$ cat src/rtl/opb_reorder_pkg.sv
// Shared helpers for the operand-B reorder unit: digit-permutation source index and clog2.
// Default geometry localparams match the 8-bit / 2-bit-leaf configuration.
package opb_reorder_pkg;

    function automatic int unsigned opb_clog2(input int unsigned value);
        int unsigned result;
        int unsigned span;
        result = 0;
        span   = 1;
        while (span < value) begin
            span   = span << 1;
            result = result + 1;
        end
        return result;
    endfunction

    localparam int unsigned DEF_PRECISION   = 8;
    localparam int unsigned DEF_L_PRECISION = 2;
    localparam int unsigned DEF_N           = DEF_PRECISION / DEF_L_PRECISION;
    localparam int unsigned DEF_NUM_LEVELS  = opb_clog2(DEF_N);

    // Source digit for destination digit dst after one level on an n x n grid.
    // Sub-blocks are contiguous runs of s*s digits, each laid out row-major.
    function automatic int unsigned src_index(input int unsigned n, input int unsigned level,
                                              input bit transpose, input int unsigned dst);
        int unsigned s, h, blk, loc, q, p, qr, qc, pr, pc;
        s = n >> level;
        if (s < 2) return dst;
        h   = s / 2;
        blk = dst / (s * s);
        loc = dst % (s * s);
        q   = loc / (h * h);
        p   = loc % (h * h);
        if (transpose) begin
            qr = q & 1;
            qc = q >> 1;
            pc = p / h;
            pr = p % h;
        end else begin
            qr = q >> 1;
            qc = q & 1;
            pr = p / h;
            pc = p % h;
        end
        return blk * s * s + (qr * h + pr) * s + qc * h + pc;
    endfunction

endpackage

$ cat src/rtl/opb_reorder_stage.sv
// One decomposition level: mode-conditional digit permutation into a valid/data/mode register.
// Reset is synchronous and active-low.
module opb_reorder_stage
    import opb_reorder_pkg::*;
#(
    parameter int unsigned N           = 4,
    parameter int unsigned L_PRECISION = 2,
    parameter int unsigned MODE_W      = 2,
    parameter int unsigned LEVEL       = 0,
    parameter bit          TRANSPOSE   = 1'b0,
    localparam int unsigned DW         = N * N * L_PRECISION
) (
    input  logic              clk_i,
    input  logic              rst_ni,
    input  logic              valid_i,
    input  logic [MODE_W-1:0] mode_i,
    input  logic [DW-1:0]     data_i,
    input  logic              ready_i,
    output logic              valid_o,
    output logic [MODE_W-1:0] mode_o,
    output logic [DW-1:0]     data_o
);

    logic [DW-1:0]     perm;
    logic [DW-1:0]     data_d;
    logic              advance;
    logic              valid_q;
    logic [MODE_W-1:0] mode_q;
    logic [DW-1:0]     data_q;

    for (genvar d = 0; d < N * N; d++) begin : g_perm
        localparam int unsigned Src = src_index(N, LEVEL, TRANSPOSE, d);
        assign perm[d*L_PRECISION +: L_PRECISION] = data_i[Src*L_PRECISION +: L_PRECISION];
    end

    always_comb begin
        data_d  = data_i;
        if (32'(mode_i) > LEVEL) data_d = perm;
        advance = ~valid_q | ready_i;
    end

    always_ff @(posedge clk_i) begin
        if (!rst_ni) begin
            valid_q <= 1'b0;
            mode_q  <= '0;
            data_q  <= '0;
        end else if (advance) begin
            valid_q <= valid_i;
            if (valid_i) begin
                mode_q <= mode_i;
                data_q <= data_d;
            end
        end
    end

    assign valid_o = valid_q;
    assign mode_o  = mode_q;
    assign data_o  = data_q;

endmodule

$ cat src/rtl/operand_b_reorder.sv
// Precision-scalable operand-B reorder pipeline, one stage per decomposition level.
// Define OPB_REORDER_SKID_EN to add a 2-entry skid buffer with a registered in_ready.
module operand_b_reorder
    import opb_reorder_pkg::*;
#(
    parameter int unsigned PRECISION   = 8,
    parameter int unsigned L_PRECISION = 2,
    parameter int unsigned DATA_WIDTH  = (PRECISION / L_PRECISION) * PRECISION,
    parameter int unsigned NUM_LEVELS  = opb_clog2(PRECISION / L_PRECISION),
    parameter int unsigned MODE_W      = (opb_clog2(NUM_LEVELS + 1) < 1) ? 1
                                         : opb_clog2(NUM_LEVELS + 1)
) (
    input  logic                  clk,
    input  logic                  reset_n,
    input  logic                  in_valid,
    output logic                  in_ready,
    input  logic [MODE_W-1:0]     in_mode,
    input  logic [DATA_WIDTH-1:0] b_in,
    output logic                  out_valid,
    input  logic                  out_ready,
    output logic [MODE_W-1:0]     out_mode,
    output logic [DATA_WIDTH-1:0] b_out,
    output logic                  busy
);

    localparam int unsigned N       = PRECISION / L_PRECISION;
    localparam int unsigned NSTAGES = (NUM_LEVELS == 0) ? 1 : NUM_LEVELS;

    logic [MODE_W-1:0]     mode_sat;
    logic                  head_valid;
    logic                  head_ready;
    logic [MODE_W-1:0]     head_mode;
    logic [DATA_WIDTH-1:0] head_data;
    logic [NSTAGES-1:0]    stg_valid;
    logic [NSTAGES-1:0]    stg_down;
    logic [MODE_W-1:0]     stg_mode [NSTAGES];
    logic [DATA_WIDTH-1:0] stg_data [NSTAGES];

    always_comb begin
        mode_sat = in_mode;
        if (32'(in_mode) > NUM_LEVELS) mode_sat = MODE_W'(NUM_LEVELS);
    end

    for (genvar k = 0; k < NSTAGES; k++) begin : g_stage
        logic                  s_valid;
        logic [MODE_W-1:0]     s_mode;
        logic [DATA_WIDTH-1:0] s_data;

        if (k == 0) begin : g_head
            assign s_valid = head_valid;
            assign s_mode  = head_mode;
            assign s_data  = head_data;
        end else begin : g_chain
            assign s_valid = stg_valid[k-1];
            assign s_mode  = stg_mode[k-1];
            assign s_data  = stg_data[k-1];
        end

        // Downstream accepts if the output port does or any later slot is empty.
        if (k == NSTAGES - 1) begin : g_last
            assign stg_down[k] = out_ready;
        end else begin : g_mid
            assign stg_down[k] = out_ready | ~(&stg_valid[NSTAGES-1:k+1]);
        end

        opb_reorder_stage #(
            .N          (N),
            .L_PRECISION(L_PRECISION),
            .MODE_W     (MODE_W),
            .LEVEL      (k),
            .TRANSPOSE  (k == 0)
        ) u_stage (
            .clk_i  (clk),
            .rst_ni (reset_n),
            .valid_i(s_valid),
            .mode_i (s_mode),
            .data_i (s_data),
            .ready_i(stg_down[k]),
            .valid_o(stg_valid[k]),
            .mode_o (stg_mode[k]),
            .data_o (stg_data[k])
        );
    end

    assign head_ready = ~stg_valid[0] | stg_down[0];

`ifdef OPB_REORDER_SKID_EN
    logic [DATA_WIDTH-1:0] skid_data_q [2];
    logic [MODE_W-1:0]     skid_mode_q [2];
    logic                  skid_wr_q;
    logic                  skid_rd_q;
    logic [1:0]            skid_cnt_q;
    logic [1:0]            skid_cnt_d;
    logic                  in_ready_q;
    logic                  push;
    logic                  pop;

    assign push       = in_valid & in_ready_q;
    assign pop        = head_valid & head_ready;
    assign head_valid = (skid_cnt_q != 2'd0);
    assign head_mode  = skid_mode_q[skid_rd_q];
    assign head_data  = skid_data_q[skid_rd_q];

    always_comb begin
        skid_cnt_d = skid_cnt_q;
        case ({push, pop})
            2'b10:   skid_cnt_d = skid_cnt_q + 2'd1;
            2'b01:   skid_cnt_d = skid_cnt_q - 2'd1;
            default: skid_cnt_d = skid_cnt_q;
        endcase
    end

    always_ff @(posedge clk) begin
        if (!reset_n) begin
            skid_wr_q  <= 1'b0;
            skid_rd_q  <= 1'b0;
            skid_cnt_q <= 2'd0;
            in_ready_q <= 1'b1;
        end else begin
            if (push) begin
                skid_data_q[skid_wr_q] <= b_in;
                skid_mode_q[skid_wr_q] <= mode_sat;
                skid_wr_q              <= ~skid_wr_q;
            end
            if (pop) skid_rd_q <= ~skid_rd_q;
            skid_cnt_q <= skid_cnt_d;
            // Registered so in_ready has no combinational path from out_ready.
            in_ready_q <= (skid_cnt_d != 2'd2);
        end
    end

    assign in_ready = in_ready_q;
    assign busy     = (|stg_valid) | head_valid;
`else
    assign head_valid = in_valid;
    assign head_mode  = mode_sat;
    assign head_data  = b_in;
    assign in_ready   = head_ready;
    assign busy       = |stg_valid;
`endif

    assign out_valid = stg_valid[NSTAGES-1];
    assign out_mode  = stg_mode[NSTAGES-1];
    assign b_out     = stg_data[NSTAGES-1];

endmodule

$ cat config.mk
export PLATFORM = sky130hd
export DESIGN_NAME = operand_b_reorder
export DESIGN_NICKNAME = d
export VERILOG_FILES = /design/src/rtl/opb_reorder_pkg.sv /design/src/rtl/opb_reorder_stage.sv /design/src/rtl/operand_b_reorder.sv
export SDC_FILE = /design/constraint.sdc
export NUM_CORES = 1
export LEC_CHECK = 0
export BUFFER_PORTS_ARGS = -buffer_cell sky130_fd_sc_hd__buf_2
export CAP_MARGIN = 10
export CORE_ASPECT_RATIO = 0.5
export CORE_MARGIN = 2
export CORE_UTILIZATION = 56
export DETAILED_ROUTE_END_ITERATION = 10
export GPL_ROUTABILITY_DRIVEN = 1
export PLACE_DENSITY = 0.94
export SLEW_MARGIN = 20
export SYNTH_ARGS = -nofsm -noshare
export SYNTH_HDL_FRONTEND = slang
export SYNTH_SLANG_ARGS = --single-unit
$ cat constraint.sdc
create_clock -name clk -period 2.45 [get_ports clk]
set_clock_uncertainty 0.05 [all_clocks]
set_input_delay 0.735 -clock clk [delete_from_list [all_inputs] [get_ports clk]]
set_output_delay 0.735 -clock clk [all_outputs]
set_load 0.05 [all_outputs]
==> qor.yml, run 1 <==
routabilityCongestion: 0.845
route.detailed.drc: 0
final_common_cell: "buf_2"
finalSetupViolCount: 0
hp-class: "reg2reg"
port_buffers: 74
post-cts-setup-buffers: 0
yosysWarningCount: 0
drive_above_1_share: 0.254
cts-buffers-inserted: 9
num_vias: 3029
synth_seq_cells: 70
holdBufCountCts: 0
die_w_um: 106
wl_per_cell_um: 17.1
grt_max_degree: 36
clock_sinks: 70
fin_cells: 483
die_area_um2: 5840
routed_wl_um: 8280
cts_tree: "built"
netlist_instances: 352
yosys.area.top_type: "dfxtp_1"
max_freq_mhz: 466
hpwl_um: 5240
critical-path-slowest-cell: "dfxtp_1"
ant_nets: 0
layout.cells.most_common_list: "buf_2, dfxtp_1, a21oi_1"
viasPerCell: 6.27
grt_remaining_overflow: 0
critical_path_arrival_ns: 1.36
synth_area_leaders: "dfxtp_1, a21oi_1, o21ai_0"
worst_ep_required_time_ns: 1.66
cts-root-buf: "clkbuf_8"
synthXorXnorAreaFrac: 0
pwr_density_cell_nw_per_um2: 690
grt.total_usage: 0.278
cp_cell_sequence: "nand3b_1 > buf_2"
tns_ns: 0
synth_top_area_share: 0.480
synth_cell_types: 23
cp_top_family: "flip-flops"
slew_viol_final: 0
synthToLayoutAreaGrowth_pct: 18.4
htreeDepth: 3
worst_pin_slew_ns: 1.01
ctsResizeCount: 0
chipHeight_um: 55.1
cp.buffers_inverters: 1
syn_area_um2: 2920
yosysSeqAreaShare: 0.480
yosys.area_share.simple: 0.125
synth_nets: 390
dp.cells: 470
initialDrtViolationCount: 522
rsz0062_at_grt: "false"
core_um2: 4980
ios: 75
synth-compound-area-share: 0.307
nets: 449
start_kind: "flop"
period_needed_ns: 2.14
cpPeakStageDelay_ns: 0.56
antenna_found_initial: 0
postSynthAreaPerCell_um2: 8.29
clock_latency_ns: 0.35
drt_first_pass_iters: 5
synthMuxAreaShare: 0.0171
worst_ir_drop_vdd_v: 0.000375
crit_fanout: 11
status: "finished clean"
period_share: 0.875
slew_headroom: 0.326
grt_pass1_vias: 2503
synth_top_family_by_area: "compound AO/OA/AOI/OAI gates"
num_rows: 18
start_util: 0.586
maxCapViolations: 0
p_leak_nw: 1.37
grt_pass1_wl_um: 12400
crit_path_end_kind: "output port"
clock_path_buffers: 2
synthAdderAreaFrac: 0
hold_viol: 0
num_antenna_cells: 0
setup.worst_path.class: "reg2out"
cts.reportedPaths.clkPinSlew_ns: 0.07
worst register-to-register path, cell delays in order, from the launching register on:
cell,delay (ns)
dfxtp_1,0.34
nor2b_2,0.19
a21oi_4,0.80
a311oi_1,0.24
area by class of cell:
type	count	area [µm²]
Multi-Input combinational cell	240	1310
Clock inverter	2	10.0
Timing Repair Buffer	87	480
Fill cell	378	1520
Sequential cell	70	1400
Clock buffer	11	151
Inverter	3	11.3
Tap cell	70	87.6
per-stage QoR:
step                      hold WS, ns  worst slack (ns)   util  area, µm²  total power [mW]
after detailed placement        0.400             0.333  0.662       3290              1.60
after global placement          0.393             0.356  0.662       3290              1.59
after floorplan                 0.385             0.493      -       2920              1.49
after global routing            0.427             0.256  0.694       3460              2.48
final                           0.415             0.306  0.694       3460              2.38
after CTS                       0.417             0.300  0.694       3460              2.37
sequential cells by signal, summed over array words and instances, names as in the netlist:
name	count
g_stage.u_stage.data_o	64
g_stage.u_stage.mode_o	4
g_stage.u_stage.valid_o	2
layer usage:
layer | vias to the layer above | track usage | share of wire
met5 | - | 0 | 0
met2 | 205 | 0.435 | 0.45
met4 | 0 | 0.112 | 0.025
met3 | 30 | 0.0878 | 0.11
li1 | 1400 | - | -
met1 | 1394 | 0.367 | 0.42
synthesized netlist by cell type:
cell       n
dfxtp_1   70
a21oi_1   64
o21ai_0   62
nand2_1   38
nand3_1   34
a311oi_1  28
clkbuf_1  16
buf_2     13
buf_4      6
mux2i_1    5
clkbuf_2   2
inv_1      2
nand3b_1   2
a21oi_4    1
buf_1      1
buf_6      1
inv_2      1
nand2b_1   1
nand4_1    1
nor2_4     1
nor2b_1    1
o21ai_1    1
or2_2      1
worst paths after layout:
kind	from	end	slack (ns)	depth (start not counted)
worst max-delay path	g_stage[0].u_stage.valid_o$_SDFFE_PN0P_	in_ready	0.31	2
worst min-delay path	g_stage[0].u_stage.data_o[0]$_SDFFE_PN0P_	g_stage[0].u_stage.data_o[0]$_SDFFE_PN0P_	0.41	2
worst max register to register	g_stage[1].u_stage.valid_o$_SDFFE_PN0P_	g_stage[0].u_stage.data_o[14]$_SDFFE_PN0P_	0.65	3
worst min register to register	g_stage[0].u_stage.data_o[0]$_SDFFE_PN0P_	g_stage[0].u_stage.data_o[0]$_SDFFE_PN0P_	0.41	2
logic make-up (layout without fill, tap and decap cells):
group	count (synthesis)	after routing
muxes	5	5
AOI/OAI and AO/OA	156	156
buffers and inverters	42	103
and+or+nand+nor	79	79
DFF	70	70
report_power, final:
| group | total, mW | internal (mW) | switching, mW |
|---|---|---|---|
| Combinational | 0.345 | 0.108 | 0.236 |
| Clock | 0.800 | 0.402 | 0.398 |
| Sequential | 1.24 | 1.20 | 0.0397 |
Note: power is estimated with default switching activity, not from simulation.
==> run 2: changes to the inputs <==
ABC_AREA = 1   (was not set)
CORE_UTILIZATION = 57   (was 56)
PLACE_DENSITY = 0.95   (was 0.94)
SLEW_MARGIN = not set   (was 20)
==> run 2 against run 1 <==
Against the previous run: register-to-register slack gained 0.29 ns; critical path type is now in2out; core utilization is 1.4 points higher; maximum frequency up 7.3%; non-clock buffer count decreased by 7.
==> qor.yml, run 2 <==
postSynthAreaPerCell_um2: 6.54  # -21%
setup.worst_path.class: "in2out"
slew_viol_final: 0  # unchanged
holdBufCountCts: 0  # unchanged
pwr_density_cell_nw_per_um2: 714  # +3.5%
synth_area_leaders: "dfxtp_1, nand2_1, nor2_1"
synth_seq_cells: 70  # unchanged
final_common_cell: "nand2_1"
layout.cells.most_common_list: "nand2_1, nor2_1, buf_2"
clock_latency_ns: 0.33  # -0.02 ns
ant_nets: 0  # unchanged
maxCapViolations: 0  # unchanged
netlist_instances: 460  # +31%
final_area_um2: 3540  # +2.5%
syn_area_um2: 3010  # +3.0%
die_area_um2: 5910  # +1.1%
synthAdderAreaFrac: 0  # unchanged
synth_edf_count: 0  # unchanged
yosysWarningCount: 0  # unchanged
crit_path_end_kind: "output port"
worst_ir_drop_vdd_v: 0.000298  # -21%
synthArstFlopShare: 0  # unchanged
post-cts-setup-buffers: 0  # unchanged
synthXorXnorAreaFrac: 0  # unchanged
clock_sinks: 70  # unchanged
grt_remaining_overflow: 0  # unchanged
synth_ff_type: "dfxtp_1"
p_leak_nw: 1.89  # +38%
crit_fanout: 2  # -9
cts_tree: "built"
yosys.area.top_type: "dfxtp_1"
slew_headroom: 0.602  # +0.276
hp-start: "g_stage[1].u_stage.data_o[14]$_SDFFE_PN0P_"
hold_viol: 0  # unchanged
dp.cells: 585  # +24%
synth_nets: 498  # +28%
largest_reg_flops: 64  # unchanged
period_share: 0.815  # -0.0596
cp-startpoint: "out_ready"
num_rows: 18  # unchanged
cts-root-buf: "clkbuf_8"
die_w_um: 107  # +0.57%
start_kind: "primary input"
yosysSeqAreaShare: 0.466  # -0.0140
dpl-instance-area_um2: 3390  # +2.8%
cts.reportedPaths.clkPinSlew_ns: 0.07  # about the same
grt.total_usage: 0.231  # -0.0471
drt_first_pass_iters: 4  # -1
status: "finished clean"
drive_above_1_share: 0.187  # -0.0671
synthMuxAreaShare: 0  # -0.0171
period_needed_ns: 2.00  # -0.146 ns
htreeDepth: 3  # unchanged
ios: 75  # unchanged
routabilityCongestion: 0.763  # -9.7%
fill_cells: 434  # +15%
rsz0062_at_grt: "false"
synth_top_family_by_area: "simple AND/OR/NAND/NOR gates"
viasPerCell: 4.80  # -23%
synthToLayoutAreaGrowth_pct: 17.9
clock_path_buffers: 2  # unchanged
routed_wl_um: 6480  # -22%
finalSetupViolCount: 0  # unchanged
start_util: 0.601  # +0.0149
r2r_start: "g_stage[1].u_stage.valid_o$_SDFFE_PN0P_"
initialDrtViolationCount: 199  # -62%
synth-compound-area-share: 0.0699  # -0.237
ctsResizeCount: 0  # unchanged
num_antenna_cells: 0  # unchanged
synth_common_cells: "nand2_1, nor2_1, dfxtp_1"
max_freq_mhz: 501  # +7.3%
post-synth-top-count-cell: "nand2_1"
hpwl_um: 4240  # -19%
grt_pass1_wl_um: 11000  # -11%
chipHeight_um: 55.4  # +0.55%
worst_ep_required_time_ns: 1.66  # about the same
worst_pin_slew_ns: 0.596  # -0.412 ns
synth_top_area_share: 0.466  # -0.0140
critical_path_arrival_ns: 1.21  # -0.15 ns
nets: 564  # +26%
totalPowerFinal_mw: 2.53  # +6.1%
antenna_found_initial: 0  # unchanged
cts-buffers-inserted: 9  # unchanged
grt_pass1_vias: 2598  # +3.8%
synth_cell_types: 20  # -13%
hp-class: "reg2reg"
core_um2: 5000  # +0.45%
tns_ns: 0  # unchanged
wl_per_cell_um: 10.8  # -37%
route.detailed.drc: 0  # unchanged
port_buffers: 74  # unchanged
num_vias: 2878  # -5.0%
yosys.area_share.simple: 0.374  # +0.249
grt_max_degree: 70  # +94%
fin_cells: 599  # +24%
==> run 2: cell types whose count changed after synthesis, sizes merged, moves of 29 or more <==
cell and change:
a21oi -57, inv +30, nand2 +113, nand3 -31, nor2 +130, o21ai -29
==> run 2: path summary, 6_finish.rpt <==
path,slack (ns),to,depth (start not counted)
setup / recovery,0.45,in_ready,4
hold / removal,0.43,g_stage[1].u_stage.data_o[14]$_SDFFE_PN0P_,2
setup reg to reg,0.94,g_stage[1].u_stage.data_o[30]$_SDFFE_PN0P_,5
hold reg to reg,0.43,g_stage[1].u_stage.data_o[14]$_SDFFE_PN0P_,2
==> run 2: layout make-up <==
class	count	area, µm²	share of cell area
clock buffers	12	145	0.0410
clock inverters	2	10.0	0.00282
inverters	33	124	0.0350
multi-input cells	332	1340	0.377
flip-flops and latches	70	1400	0.395
well taps	70	87.6	0.0247
repair buffers	80	440	0.124
==> run 2: cells by family (layout without fill, tap and decap cells) <==
family / Yosys count / count (layout)
AOI/OAI and AO/OA: 42 / 42
and+or+nand+nor: 290 / 290
DFF: 70 / 70
buffers and inverters: 58 / 127
==> run 2: worst max-delay path: stages <==
cell and delay, ns:
buf_2 0.09, inv_1 0.07, nand3_2 0.09, buf_2 0.22
==> run 2: where the power goes <==
part           switching [mW]  total (mW)  internal, mW
registers              0.0390        1.26          1.22
clock network           0.391       0.772         0.381
logic                   0.349       0.496         0.147
==> run 2: through the flow <==
step | utilization | setup slack [ns] | hold slack, ns
floorplan | - | 0.455 | 0.396
global placement | 0.678 | 0.450 | 0.406
detailed placement | 0.678 | 0.422 | 0.415
CTS | 0.709 | 0.441 | 0.430
global route | 0.709 | 0.423 | 0.463
finish | 0.709 | 0.452 | 0.425
==> run 2: routing by layer <==
| metal | vias up | GRT usage | wire length (µm) |
|---|---|---|---|
| met1 | 1264 | 0.261 | 2850 |
| met5 | - | 0 | 0 |
| met4 | 0 | 0.106 | 127 |
| li1 | 1513 | - | - |
| met2 | 87 | 0.399 | 3150 |
| met3 | 14 | 0.0767 | 351 |
